<file path="config.mk">
export PLATFORM = sky130hd
export DESIGN_NAME = mux2_rr_arbiter
export DESIGN_NICKNAME = d
export VERILOG_FILES = /design/src/rtl/mux2_rr_arbiter.sv
export SDC_FILE = /design/constraint.sdc
export NUM_CORES = 1
export LEC_CHECK = 0
export CAP_MARGIN = 20
export CORE_ASPECT_RATIO = 1.25
export CORE_MARGIN = 1.5
export CORE_UTILIZATION = 34
export CTS_CLUSTER_DIAMETER = 40
export DETAILED_ROUTE_END_ITERATION = 16
export PLACE_DENSITY = 0.77
export SYNTH_ARGS = -nofsm -noshare
export SYNTH_HDL_FRONTEND = slang
export SYNTH_SLANG_ARGS = --single-unit
</file>
<file path="constraint.sdc">
create_clock -name clk -period 1.1 [get_ports clk]
set_input_delay 0.11 -clock clk [delete_from_list [all_inputs] [get_ports clk]]
set_output_delay 0.11 -clock clk [all_outputs]
set_load 0.01 [all_outputs]
</file>
<file path="src/rtl/mux2_rr_arbiter.sv">
// mux2_rr_arbiter: shares one 2:1 mux between two valid/ready requesters.
// Round-robin by default; define MUX2_ARB_FIXED_PRIO_EN for fixed priority to d0.
module mux2_rr_arbiter #(
    parameter int WIDTH = 8
) (
    input  logic             clk,
    input  logic             rst,
    input  logic             d0_valid,
    input  logic [WIDTH-1:0] d0_data,
    output logic             d0_ready,
    input  logic             d1_valid,
    input  logic [WIDTH-1:0] d1_data,
    output logic             d1_ready,
    output logic             s,
    output logic             y_valid,
    output logic [WIDTH-1:0] y_data,
    output logic             y_src,
    input  logic             y_ready
);

    typedef enum logic {
        EMPTY = 1'b0,
        FULL  = 1'b1
    } state_t;

    state_t           state_q, state_d;
    logic [WIDTH-1:0] y_data_q, y_data_d;
    logic             y_src_q, y_src_d;
    logic             last_grant_q, last_grant_d;
    logic             s_q, s_d;

    logic             pick1;
    logic             gnt0, gnt1;
    logic             load_ok;
    logic             xfer;

    // Contention tie-break: opposite of the last winner, or d0 when fixed.
    always_comb begin
`ifdef MUX2_ARB_FIXED_PRIO_EN
        pick1 = 1'b0;
`else
        pick1 = !last_grant_q;
`endif
    end

    // Grant decode; s holds its last value when nobody requests.
    always_comb begin
        gnt0 = 1'b0;
        gnt1 = 1'b0;
        unique case (1'b1)
            (d0_valid && d1_valid):  begin
                gnt1 = pick1;
                gnt0 = !pick1;
            end
            (d0_valid && !d1_valid): gnt0 = 1'b1;
            (!d0_valid && d1_valid): gnt1 = 1'b1;
            default: ;
        endcase
        s_d = s_q;
        if (gnt0) s_d = 1'b0;
        if (gnt1) s_d = 1'b1;
    end

    // Slot can load when empty or draining this cycle.
    always_comb begin
        load_ok  = (state_q == EMPTY) || y_ready;
        d0_ready = gnt0 && load_ok;
        d1_ready = gnt1 && load_ok;
        xfer     = (d0_valid && d0_ready) || (d1_valid && d1_ready);
        s        = s_d;
    end

    // Output slot FSM and capture of the selected word.
    always_comb begin
        state_d      = state_q;
        y_data_d     = y_data_q;
        y_src_d      = y_src_q;
        last_grant_d = last_grant_q;
        unique case (state_q)
            EMPTY: if (xfer) state_d = FULL;
            FULL:  if (!xfer && y_ready) state_d = EMPTY;
            default: state_d = EMPTY;
        endcase
        if (xfer) begin
            y_data_d     = s_d ? d1_data : d0_data;
            y_src_d      = s_d;
            last_grant_d = s_d;
        end
    end

    // State registers; reset discards the slot immediately.
    always_ff @(posedge clk or posedge rst) begin
        if (rst) begin
            state_q      <= EMPTY;
            y_data_q     <= '0;
            y_src_q      <= 1'b0;
            last_grant_q <= 1'b1;
            s_q          <= 1'b0;
        end else begin
            state_q      <= state_d;
            y_data_q     <= y_data_d;
            y_src_q      <= y_src_d;
            last_grant_q <= last_grant_d;
            s_q          <= s_d;
        end
    end

    assign y_valid = (state_q == FULL);
    assign y_data  = y_data_q;
    assign y_src   = y_src_q;

endmodule

</file>
==> metrics.txt, run 1 <==
status finished with violations; failing checks negative setup slack; Net Count, Synth 88; #FFs+latches synth 12; Pwr Total 0.001398 W; commonest non-fill, non-tap cells in the layout 19 x clkdlybuf4s50_1, 11 x dlygate4sd2_1, 11 x dfrtp_1; die area 0.002194 mm²; Max Slew Vio Count 0; FF-to-FF Start last_grant_q$_DFFE_PP1P_; gpl congestion 0.7633; Clock Sinks 12; Fin. Hold Viols 0; R2R depth 4; share of the synthesized area in the top cell type 42.15%; share of layout cells above drive strength 1 27.52%; pin count of the biggest net entering global routing 17; Leakage 0.4866 nW; VDD IR max 629.5 µV; unique cell type count in the Yosys netlist 18; initial core utilization 36.55%; TNS Setup -1.857 ns; Setup Viol. Count Final 12; hold crit path type primary input to async pin; row cnt 17; first drt pass iteration count 4; grt total ovfl 0; clk buf depth 2; Num CTS Buffers 3; H-tree levels 1; HPWL Detailed 1245 µm; met1 Usage GRT 19.18%; Seq/Total Area, Yosys 46.17%; Final Util 60.36%; clk slew on worst S/H paths 0.08 ns; WS Path Type register to output port; Worst-Margin Slew 0.4750 ns; GR Util met2 30.77%; ant diodes 0; DR DRC count 0; Req. time, crit path 0.99 ns; commonest non-fill, non-tap cell in the layout clkdlybuf4s50_1; Slew Limit Headroom 68.30%; clk_skew 0.002515 ns; Final Critical Period 1.294 ns; Setup crit end kind output port; Ports 34; RSZ-0062 raised after global routing true; Mapped Area 653.1 µm²; core area 0.001787 mm²; DRT iter0 DRCs 12; Die Y 52 µm; CTS tree done; worst path arrival time 1.18 ns; post-synth top area cell dfrtp_1; GR peak layer met2; Max-Cap Viols 0; pwr/cell area 1296 mW/mm²; Net count, final 131; worst setup margin -0.1937 ns; CTS root buffer clkbuf_4; Vias/cell 5.328; Total Wirelength 1734 µm; first-pass GRT wire length 2822 µm; die width 42.20 µm; grt met3 use 2.431%; crit path max fanout 5; ANT nets after route 0; area delta synth->final 65.13%; Port Buffer Count 33; Critical Path Start Type register; Tcrit/Tclk final 117.6%; synthesized area per cell 9.748 µm²; initial antenna violation count 0; top cells by area, synth dfrtp_1 42%, a21bo_2 11%, a31oi_1 8.6%, a21oi_1 7.7%, nand3_1 6.1%; Routed WL per cell 13.55 µm; via count 682; Clock Latency Late Sink 0.27 ns; Total GRT Usage 16.87%; total of warnings raised by yosys 0; CP startpoint last_grant_q$_DFFE_PP1P_; Cells after Synth 67; fmax 772.9 MHz; vias in the first global route 654
-- cell usage after synthesis --
master     n
a21oi_1   10
buf_6      1
clkbuf_1   1
a31oi_1    9
a21o_1     1
and2_1     1
nand2_1    3
and3_2     1
or2_1      1
nand3_1    8
a21bo_2    7
buf_2      4
inv_1      2
nand2b_1   3
buf_8      1
dfstp_2    1
dfrtp_1   11
a21bo_1    2
-- path summary, 6_finish.rpt --
| kind | end | slack [ns] |
|---|---|---|
| worst min register to register | y_src$_DFFE_PP0P_ | 0.48 |
| min in group clk | y_data[2]$_DFFE_PP0P_ | 0.41 |
| worst max register to register | y_data[0]$_DFFE_PP0P_ | -0.19 |
| worst min-delay path | y_data[2]$_DFFE_PP0P_ | 0.15 |
| max in group asynchronous | last_grant_q$_DFFE_PP1P_ | 0.60 |
| worst max-delay path | d1_ready | -0.19 |
-- flip-flops by register name (all words and copies together), names as in the netlist --
register,cells
y_src,1
s_q,1
y_valid,1
y_data,8
last_grant_q,1
-- area by class of cell --
cell class / instances / area, µm²
timing repair buffer: 45 / 405.4
multi-input combinational: 46 / 304.0
inverter: 2 / 7.507
tap: 19 / 23.77
sequential: 12 / 301.5
clock buffer: 4 / 36.28
fill: 173 / 708.2
-- power breakdown --
part / total (W) / switching [W] / leakage [nW] / internal [W]
Clock: 0.000350 / 0.000149 / 0.0210 / 0.000201
Sequential: 0.000565 / 0.0000433 / 0.134 / 0.000522
Combinational: 0.000483 / 0.000212 / 0.332 / 0.000271
-- layer usage --
metal | share of wire [%] | up-vias
met1 | 40 | 331
met5 | 0 | -
li1 | - | 324
met2 | 53 | 25
met4 | 1.3 | 0
met3 | 5.1 | 2
-- worst max-delay path: stages, from the launching register on --
cell	delay (ns)
dfstp_2	0.57
nand2_1	0.06
and3_4	0.17
buf_6	0.11
-- stage by stage --
| step | setup slack [ns] | std cells | cell area, µm² | hold WS (ns) |
|---|---|---|---|---|
| after floorplan | -0.06973 | 67 | 654.4 | -0.02602 |
| after global placement | -0.4795 | 122 | 1032 | 0.4329 |
| after detailed placement | -0.5074 | 122 | 1032 | 0.4588 |
| after CTS | -0.1902 | 128 | 1071 | 0.1653 |
| after global routing | -0.2478 | 128 | 1079 | 0.2155 |
| final | -0.1937 | 128 | 1079 | 0.1537 |
-- repair_timing --
action,CTS,global route
hold buffers,0,0
gates cloned,0,0
buffers inserted,2,0
endpoints found under the setup margin,23,13
pin swaps,4,0
resized for setup,27,2
-- logic make-up after synthesis --
logic type	count (synthesis)	synth area share (%)
compound gates	29	31.23
flops	12	46.17
simple gates	17	13.80
buf+inv	9	8.811
Note: power is estimated with default switching activity, not from simulation.
==> inputs of run 2 (changes only) <==
--- a/config.mk
+++ b/config.mk
@@ -9,7 +9,7 @@
 export CORE_ASPECT_RATIO = 1.25
 export CORE_MARGIN = 1.5
 export CORE_UTILIZATION = 34
-export CTS_CLUSTER_DIAMETER = 40
+export CTS_CLUSTER_DIAMETER = 30
 export DETAILED_ROUTE_END_ITERATION = 16
 export PLACE_DENSITY = 0.77
 export SYNTH_ARGS = -nofsm -noshare
==> results of run 2 <==
Final layout, timing and power as in run 1 (identical DEF).
